$ cat config.mk
export PLATFORM = sky130hd
export DESIGN_NAME = axi_read_arbiter
export DESIGN_NICKNAME = d
export VERILOG_FILES = /design/src/rtl/axi_read_arbiter.sv
export SDC_FILE = /design/constraint.sdc
export NUM_CORES = 1
export LEC_CHECK = 0
export ABC_AREA = 1
export BUFFER_PORTS_ARGS = -buffer_cell sky130_fd_sc_hd__buf_2
export CAP_MARGIN = 30
export CORE_AREA = 2 2 167 169
export DETAILED_ROUTE_END_ITERATION = 16
export DIE_AREA = 0 0 169 171
export PLACE_DENSITY = 0.46
export SYNTH_ARGS = -nofsm -noshare
export SYNTH_HDL_FRONTEND = slang
export SYNTH_SLANG_ARGS = --single-unit
$ cat constraint.sdc
create_clock -name clk -period 1.9 [get_ports clk]
set_clock_uncertainty 0.15 [all_clocks]
set_input_delay 0.38 -clock clk [delete_from_list [all_inputs] [get_ports clk]]
set_output_delay 0.38 -clock clk [all_outputs]
set_load 0.02 [all_outputs]
$ cat src/rtl/axi_read_arbiter.sv
// Shares one AXI read channel between icache (0) and dcache (1); one cycle to arbitrate, grant held from AR to the last R beat.
// Back-pressure passes straight through; ARB_ROUND_ROBIN_EN selects round-robin, otherwise dcache has fixed priority.
module axi_read_arbiter #(
  parameter int ADDR_W = 64,
  parameter int DATA_W = 64
) (
  input  logic              clk,
  input  logic              reset,
  input  logic              ic_arvalid,
  input  logic [ADDR_W-1:0] ic_araddr,
  input  logic [7:0]        ic_arlen,
  input  logic [2:0]        ic_arsize,
  output logic              ic_arready,
  output logic              ic_rvalid,
  output logic              ic_rlast,
  output logic [DATA_W-1:0] ic_rdata,
  input  logic              ic_rready,
  input  logic              dc_arvalid,
  input  logic [ADDR_W-1:0] dc_araddr,
  input  logic [7:0]        dc_arlen,
  input  logic [2:0]        dc_arsize,
  output logic              dc_arready,
  output logic              dc_rvalid,
  output logic              dc_rlast,
  output logic [DATA_W-1:0] dc_rdata,
  input  logic              dc_rready,
  output logic              m_axi_arvalid,
  output logic [ADDR_W-1:0] m_axi_araddr,
  output logic [7:0]        m_axi_arlen,
  output logic [2:0]        m_axi_arsize,
  input  logic              m_axi_arready,
  input  logic              m_axi_rvalid,
  input  logic              m_axi_rlast,
  input  logic [DATA_W-1:0] m_axi_rdata,
  output logic              m_axi_rready,
  output logic              busy,
  output logic              grant_id,
  output logic              burst_err
);

  typedef enum logic [1:0] {IDLE, ADDR, DATA} state_t;

  state_t     state, state_nxt;
  logic [7:0] len_q;
  logic [7:0] beat_cnt;
  logic       pick;
  logic       req_any;
  logic       rready_sel;
  logic       r_hs;
  logic       burst_done;

  assign req_any    = ic_arvalid | dc_arvalid;
  assign rready_sel = grant_id ? dc_rready : ic_rready;
  assign r_hs       = (state == DATA) && m_axi_rvalid && rready_sel;
  assign burst_done = r_hs && m_axi_rlast;
  assign busy       = (state != IDLE);

`ifdef ARB_ROUND_ROBIN_EN
  logic rr_ptr;

  // Pointer only matters on a tie; a lone requester always wins.
  always_comb pick = (ic_arvalid && dc_arvalid) ? rr_ptr : dc_arvalid;

  always_ff @(posedge clk) begin
    if (reset)           rr_ptr <= 1'b0;
    else if (burst_done) rr_ptr <= ~rr_ptr;
  end
`else
  always_comb pick = dc_arvalid;
`endif

  always_ff @(posedge clk) begin
    if (reset) state <= IDLE;
    else       state <= state_nxt;
  end

  always_comb begin
    state_nxt     = state;
    m_axi_arvalid = 1'b0;
    m_axi_araddr  = '0;
    m_axi_arlen   = '0;
    m_axi_arsize  = '0;
    m_axi_rready  = 1'b0;
    ic_arready    = 1'b0;
    dc_arready    = 1'b0;
    ic_rvalid     = 1'b0;
    ic_rlast      = 1'b0;
    ic_rdata      = '0;
    dc_rvalid     = 1'b0;
    dc_rlast      = 1'b0;
    dc_rdata      = '0;
    case (state)
      IDLE: begin
        if (req_any) state_nxt = ADDR;
      end
      ADDR: begin
        m_axi_arvalid = grant_id ? dc_arvalid : ic_arvalid;
        m_axi_araddr  = grant_id ? dc_araddr  : ic_araddr;
        m_axi_arlen   = grant_id ? dc_arlen   : ic_arlen;
        m_axi_arsize  = grant_id ? dc_arsize  : ic_arsize;
        ic_arready    = !grant_id && m_axi_arready;
        dc_arready    = grant_id && m_axi_arready;
        if (m_axi_arvalid && m_axi_arready) state_nxt = DATA;
      end
      DATA: begin
        m_axi_rready = rready_sel;
        ic_rvalid    = !grant_id && m_axi_rvalid;
        ic_rlast     = !grant_id && m_axi_rlast;
        dc_rvalid    = grant_id && m_axi_rvalid;
        dc_rlast     = grant_id && m_axi_rlast;
        ic_rdata     = m_axi_rdata;
        dc_rdata     = m_axi_rdata;
        if (burst_done) state_nxt = IDLE;
      end
      default: state_nxt = IDLE;
    endcase
  end

  always_ff @(posedge clk) begin
    if (reset) begin
      grant_id  <= 1'b0;
      len_q     <= '0;
      beat_cnt  <= '0;
      burst_err <= 1'b0;
    end else begin
      // beat_cnt holds beats already accepted, so the final beat sees beat_cnt == arlen.
      burst_err <= r_hs && (m_axi_rlast ? (beat_cnt != len_q) : (beat_cnt == len_q));
      if (state == IDLE && req_any) begin
        grant_id <= pick;
        len_q    <= pick ? dc_arlen : ic_arlen;
      end
      if (r_hs) beat_cnt <= m_axi_rlast ? 8'd0 : beat_cnt + 8'd1;
    end
  end

endmodule

==> results.md, run 1 <==
* Status: finished with violations
* Failing checks: setup timing
* Max Cap Viol at 0
* Area Overhead vs Synth at 144%
* RSZ-0062 raised after global routing: yes
* First-pass GRT wire length at 28500 µm
* Antenna-violating nets left at 0
* Clock root cell: clkbuf_16
* I/O Pins at 437
* Int Pwr at 0.00220 W
* Post-synth EDFFs at 0
* Clock-pin transition on the worst setup and hold timing paths at 0.06 ns
* Post-route total power at 0.00422 W
* Clock tree from TritonCTS: yes
* Final nets at 1237
* PD cells at 550 mW/mm²
* Syn Area/Cell at 5.08 µm²
* Die Wd at 169 µm
* Total grt overflow at 0
* Fraction of registers with async set or reset after synthesis at 0%
* Largest buffer count on any clock path at 2
* Fill count at 2959
* Netlist cell types at 27
* Sequential share of power at 11.7%
* Initial DRC count at 156
* Per-cell routed wire length at 16.3 µm
* Max-slew headroom at 80.0%
* DRT Wirelength at 22100 µm
* Multi-input gate area at 0.00269 mm²
* Top_reg_cell synth: dfxtp_1
* Initial DRT Pass Iterations at 4
* Vias in the first global route at 4965
* FMAX at 0.500 GHz
* Die ar. at 0.0289 mm²
* Worst Path Max Fanout at 15
* Core Area at 0.0273 mm²
* FF+latch area at 407 µm²
* Clk pwr share at 11.4%
* H-tree Lvls at 1
* Period utilization at 105%
* Post-synthesis instance area at 0.00315 mm²
* Largest net degree at the start of global routing at 32
* Crit path capture type: output port
* VDD IR-drop max at 0.370 mV
* Pleak at 4.19 nW
* FP Rows at 61
* Combinational share of power at 76.9%
* Initial core utilization at 11.5%
* Syn. warnings at 0
* Final Max Tran Viols at 0
* Slack of the critical path at -0.100 ns
* CP Launch Type: flip-flop
* CP arrival at 1.47 ns
* Via-per-instance ratio at 3.98
* PortBufs at 436
* Hold crit path type: in -> reg
* Synth Net Count at 844
* Final setup fails at 153
* Die H at 171 µm
* Fin crit period at 2.00 ns
* Placed wire-length estimate at 15400 µm
* Register area share after synthesis at 12.7%
* Number of CTS-inserted buffers at 3
* Routed via count at 5414
* Initial antenna violation count at 7
* Worst path required time at 1.37 ns
* Hold_buf cts at 0
* Post-Syn Instances at 620
* Switching Fraction at 47.9%
* Final Hold Fails at 0
* Worst slew pin tran at 0.299 ns
* Yosys reg bits at 20
* P_sw at 0.00202 W
* GP Congestion at 0.809
* Share of cells above drive strength 1 at 66.0%
* Number of clock sinks seen by CTS at 20
* Kind of critical path: reg -> out
* Fin util at 28.1%
* # DRC at 0
* Clk_lat worst skew at 0.25 ns
* Total track usage at 13.1%
==> registers in the layout, summed over array words and instances, names as in the netlist <==
name and count:
beat_cnt 8, grant_id 1, state 2, len_q 8, burst_err 1
==> cells by family (layout without fill, tap and decap cells) <==
logic type / Yosys count / count (layout) / synth area share [%]
compound gates: 106 / 106 / 17.4
xor+xnor: 6 / 6 / 1.67
fa+ha+maj: 1 / 1 / 0.397
buf+inv: 186 / 578 / 30.7
flops: 20 / 20 / 12.7
other cells: 0 / 1 / 0
simple gates: 301 / 301 / 37.1
==> final timing paths <==
kind                            start  slack (ns)                  endpoint  depth (start not counted)
min reg2reg  beat_cnt[7]$_SDFFE_PP0P_        0.38  beat_cnt[7]$_SDFFE_PP0P_                          2
max reg2reg     grant_id$_SDFFE_PP0P_        0.18  beat_cnt[2]$_SDFFE_PP0P_                         10
min                       ic_arlen[5]        0.25     len_q[5]$_SDFFE_PP0P_                          3
max             state[0]$_SDFFE_PP0P_        -0.1              dc_rdata[41]                          6
==> layout by cell type (no fill, tap or decap), types with 5 or more instances in the layout <==
| cell | Yosys | final |
|---|---|---|
| buf_2 | 10 | 248 |
| nand2_1 | 204 | 167 |
| buf_4 | 66 | 143 |
| inv_1 | 84 | 83 |
| buf_6 | 1 | 64 |
| a21oi_2 | 0 | 59 |
| nor2_1 | 81 | 33 |
| nor2_2 | 0 | 30 |
| nand2_4 | 0 | 29 |
| nor2_4 | 1 | 19 |
| dfxtp_1 | 20 | 17 |
| a21oi_4 | 0 | 15 |
| a21oi_1 | 84 | 10 |
| buf_12 | 0 | 10 |
| nand2_2 | 3 | 9 |
| buf_16 | 0 | 9 |
| o21ai_0 | 9 | 8 |
| a31oi_1 | 8 | 8 |
| clkbuf_16 | 0 | 7 |
| buf_8 | 0 | 7 |
| xnor2_1 | 5 | 5 |
==> through the flow <==
step / setup TNS [ns] / setup slack, ns / instance area (µm²) / hold WS [ns] / cells
6_report: -6.12 / -0.100 / 7680 / 0.249 / 1359
5_1_grt: -16.19 / -0.170 / 7680 / 0.253 / 1358
4_1_cts: -9.19 / -0.160 / 6970 / 0.243 / 1353
3_5_place_dp: 0 / 0.0425 / 5490 / 0.369 / 1331
3_3_place_gp: 0 / 0.0475 / 5490 / 0.351 / 1331
2_1_floorplan: 0 / 0.0206 / 3230 / 0.299 / 620
==> layout make-up <==
class	instances	share of cell area (%)
Antenna cell	1	0.0326
Clock buffer	4	1.16
Multi-Input combinational cell	414	35.0
Sequential cell	20	5.29
Timing Repair Buffer	486	48.4
Inverter	88	4.46
Tap cell	346	5.64
==> timing repair <==
item                                   in CTS  in global routing
cloned                                     12                  4
pin swaps                                  30                 30
setup endpoints to repair                 209                211
endpoints found under the hold margin       0                  0
resized for setup                         316                183
setup buffers                               6                  3
==> critical path: stages (launching register included) <==
cell	delay [ns]
dfxtp_2	0.32
inv_2	0.08
buf_6	0.12
nand2_8	0.07
bufbuf_16	0.32
nor2_4	0.16
buf_6	0.14
==> routing by layer <==
layer | wire (µm) | track usage (%) | share of wire, % | vias to the layer above
met4 | 567 | 3.83 | 2.6 | 6
met2 | 11400 | 25.0 | 52 | 316
met3 | 1710 | 2.45 | 7.7 | 34
met5 | 44 | 0 | 0.20 | -
li1 | - | - | - | 2611
met1 | 8330 | 14.7 | 38 | 2447
==> Yosys cell counts, types with 5 or more instances <==
master / number / area (µm²)
a31oi_1: 8 / 50.1
dfxtp_1: 20 / 400
nor2_1: 81 / 304
nor3_1: 5 / 25.0
a21oi_1: 84 / 420
nand2_1: 204 / 766
o21ai_0: 9 / 45.0
buf_4: 66 / 495
inv_1: 84 / 315
buf_2: 10 / 50.1
clkbuf_1: 20 / 75.1
xnor2_1: 5 / 43.8
==> power groups by stage <==
stage          clock, W  sequential (W)  combinational [W]
2_1_floorplan         0        0.000492            0.00132
3_3_place_gp          0        0.000498            0.00214
3_5_place_dp          0        0.000498            0.00214
4_1_cts        0.000493        0.000496            0.00298
5_1_grt        0.000510        0.000501            0.00345
6_report       0.000482        0.000495            0.00324
(Power assumes the default switching activity.)
==> run 2, diff against run 1 <==
==> config.mk (replaced) <==
export PLATFORM = sky130hd
export DESIGN_NAME = axi_read_arbiter
export DESIGN_NICKNAME = d
export VERILOG_FILES = /design/src/rtl/axi_read_arbiter.sv
export SDC_FILE = /design/constraint.sdc
export NUM_CORES = 1
export LEC_CHECK = 0
export ABC_AREA = 0
export BUFFER_PORTS_ARGS = -buffer_cell sky130_fd_sc_hd__buf_2
export CAP_MARGIN = 30
export CORE_AREA = 2 2 172 174
export DETAILED_ROUTE_END_ITERATION = 16
export DIE_AREA = 0 0 174 176
export PLACE_DENSITY = 0.44
export SYNTH_ARGS = -nofsm -noshare
export SYNTH_HDL_FRONTEND = slang
export SYNTH_SLANG_ARGS = --single-unit
==> results.md, run 2 <==
* Routed via count at 4530
* Worst Path Max Fanout at 6
* Post-synthesis instance area at 0.00313 mm²
* Reg2Reg Depth at 7
* Post-Syn Instances at 426
* Post-synth EDFFs at 0
* Number of clock sinks seen by CTS at 20
* Die Wd at 174 µm
* Slack of the critical path at -0.114 ns
* Crit path capture type: output port
* Worst path required time at 1.37 ns
* Largest net degree at the start of global routing at 25
* Share of cells above drive strength 1 at 80.8%
* Clock tree from TritonCTS: yes
* Worst hold start: ic_arlen[7]
* Area Overhead vs Synth at 139%
* Cell count of the worst hold path at 3
* Final setup fails at 187
* Final nets at 1048
* Syn Area/Cell at 7.35 µm²
* Netlist cell types at 35
* VDD IR-drop max at 0.257 mV
* Post-route total power at 0.00297 W
* # DRC at 0
* Reg-to-Reg End: beat_cnt[5]$_SDFFE_PP0P_
* Antenna-violating nets left at 0
* Top_reg_cell synth: dfxtp_1
* Period utilization at 106%
* Die ar. at 0.0306 mm²
* CP arrival at 1.48 ns
* Initial antenna violation count at 8
* Worst Hold Endpoint: len_q[7]$_SDFFE_PP0P_
* Number of CTS-inserted buffers at 3
* Max Cap Viol at 0
* Most frequent cells after synthesis: nor2_1, mux2i_1, and2_1, buf_4, dfxtp_1
* Core Area at 0.0285 mm²
* Top-count cell post-synth: nor2_1
* Total grt overflow at 0
* Max-slew headroom at 78.6%
* CP Launch Type: flip-flop
* Final Max Tran Viols at 0
* Pleak at 3.62 nW
* DRT Wirelength at 22200 µm
* Clock-pin transition on the worst setup and hold timing paths at 0.06 ns
* Biggest regs: beat_cnt (8), len_q (8), state (2)
* Per-cell routed wire length at 18.4 µm
* FMAX at 0.497 GHz
* Top cell type's share of synthesized area at 27.2%
* Fin crit period at 2.01 ns
* Setup TNS at -11.58 ns
* Initial DRT Pass Iterations at 4
* Initial core utilization at 11.0%
* Yosys reg bits at 20
* First-pass GRT wire length at 26900 µm
* H-tree Lvls at 1
* Crit Reg-Reg Startpoint: grant_id$_SDFFE_PP0P_
* Hold_buf cts at 0
* Initial DRC count at 107
* Total track usage at 11.9%
* Placed wire-length estimate at 16900 µm
* GP Congestion at 0.743
* Largest buffer count on any clock path at 2
* RSZ-0062 raised after global routing: yes
* Pre-CTS WS at 0.0658 ns
* Failing checks: setup timing
* Fraction of registers with async set or reset after synthesis at 0%
* Via-per-instance ratio at 3.75
* Register area share after synthesis at 12.8%
* Die H at 176 µm
* Most common cell after layout, fill and taps aside: buf_2
* Vias in the first global route at 4282
* Final Hold Fails at 0
* Hold crit path type: in -> reg
* FP Rows at 62
* Worst R2R Setup Slack at 0.12 ns
* PD cells at 397 mW/mm²
* Area leader, netlist: mux2i_1
* Synth Net Count at 650
* Syn. warnings at 0
* PortBufs at 436
* Clock root cell: clkbuf_16
* Status: finished with violations
* Kind of critical path: reg -> out
* Worst slew pin tran at 0.313 ns
* Commonest cells after routing, fill and taps aside: buf_2, buf_6, buf_4, nor2_2, and2_4
* Synth top area cells: mux2i_1, buf_4, and2_1, dfxtp_1, nor2_1
* I/O Pins at 437
* Clk_lat worst skew at 0.26 ns
[run 2: kinds of logic (layout without fill, tap and decap cells)]
logic type | count (synthesis) | after routing | share of synthesized area, %
and+or+nand+nor | 192 | 192 | 31.0
buffers and inverters | 95 | 492 | 20.0
AOI/OAI and AO/OA | 18 | 18 | 4.20
muxes | 85 | 85 | 27.2
xor gates and xnor gates | 15 | 15 | 4.44
other | 0 | 2 | 0
adders and majority gates | 1 | 1 | 0.400
DFF | 20 | 20 | 12.8
[run 2: worst max-delay path by stage]
stage / from / endpoint / cells past startpoint
2_1_floorplan: grant_id$_SDFFE_PP0P_ / m_axi_araddr[28] / 4
3_3_place_gp: grant_id$_SDFFE_PP0P_ / m_axi_araddr[0] / 4
3_5_place_dp: grant_id$_SDFFE_PP0P_ / m_axi_araddr[0] / 4
4_1_cts: grant_id$_SDFFE_PP0P_ / m_axi_araddr[47] / 4
5_1_grt: state[1]$_SDFFE_PP0P_ / dc_rlast / 5
6_report: state[1]$_SDFFE_PP0P_ / dc_rlast / 5
[run 2: through the flow]
stage          instance area, µm²  std cells  hold WS [ns]  util [%]
2_1_floorplan                3270        426         0.303         -
3_3_place_gp                 5560       1173         0.359      19.5
3_5_place_dp                 5560       1173         0.361      19.5
4_1_cts                      6190       1186         0.321      21.7
5_1_grt                      7490       1209         0.341      26.2
6_report                     7490       1209         0.325      26.2
[run 2: cell type report]
| cell class | count | area, µm² |
|---|---|---|
| Antenna cell | 2 | 5.00 |
| Clock buffer | 3 | 75.1 |
| Clock inverter | 1 | 30.0 |
| Fill cell | 3111 | 21100 |
| Inverter | 1 | 3.75 |
| Multi-Input combinational cell | 311 | 2740 |
| Sequential cell | 20 | 412 |
| Tap cell | 384 | 480 |
| Timing Repair Buffer | 487 | 3750 |
[run 2: worst max-delay path: stages, from the launching register on]
cell and delay (ns):
dfxtp_4 0.36, nor2b_4 0.23, buf_6 0.18, clkbuf_16 0.16
and3_1 0.17, buf_6 0.12
[run 2: metal layers]
layer	global-route usage [%]	share of wire, %
met1	12.4	36
met2	24.0	54
met3	2.82	7.9
met4	2.35	1.9
met5	0	0.15
[run 2: what timing repair did]
action | CTS | global route
buffers inserted | 6 | 10
gates resized for setup | 125 | 293
gates cloned | 3 | 12
endpoints found under the setup margin | 209 | 215
pin swaps | 3 | 36
[run 2: where the power goes]
group	switching (W)	internal (W)
Clock	0.000168	0.000418
Combinational	0.000964	0.000945
Sequential	0.0000315	0.000444
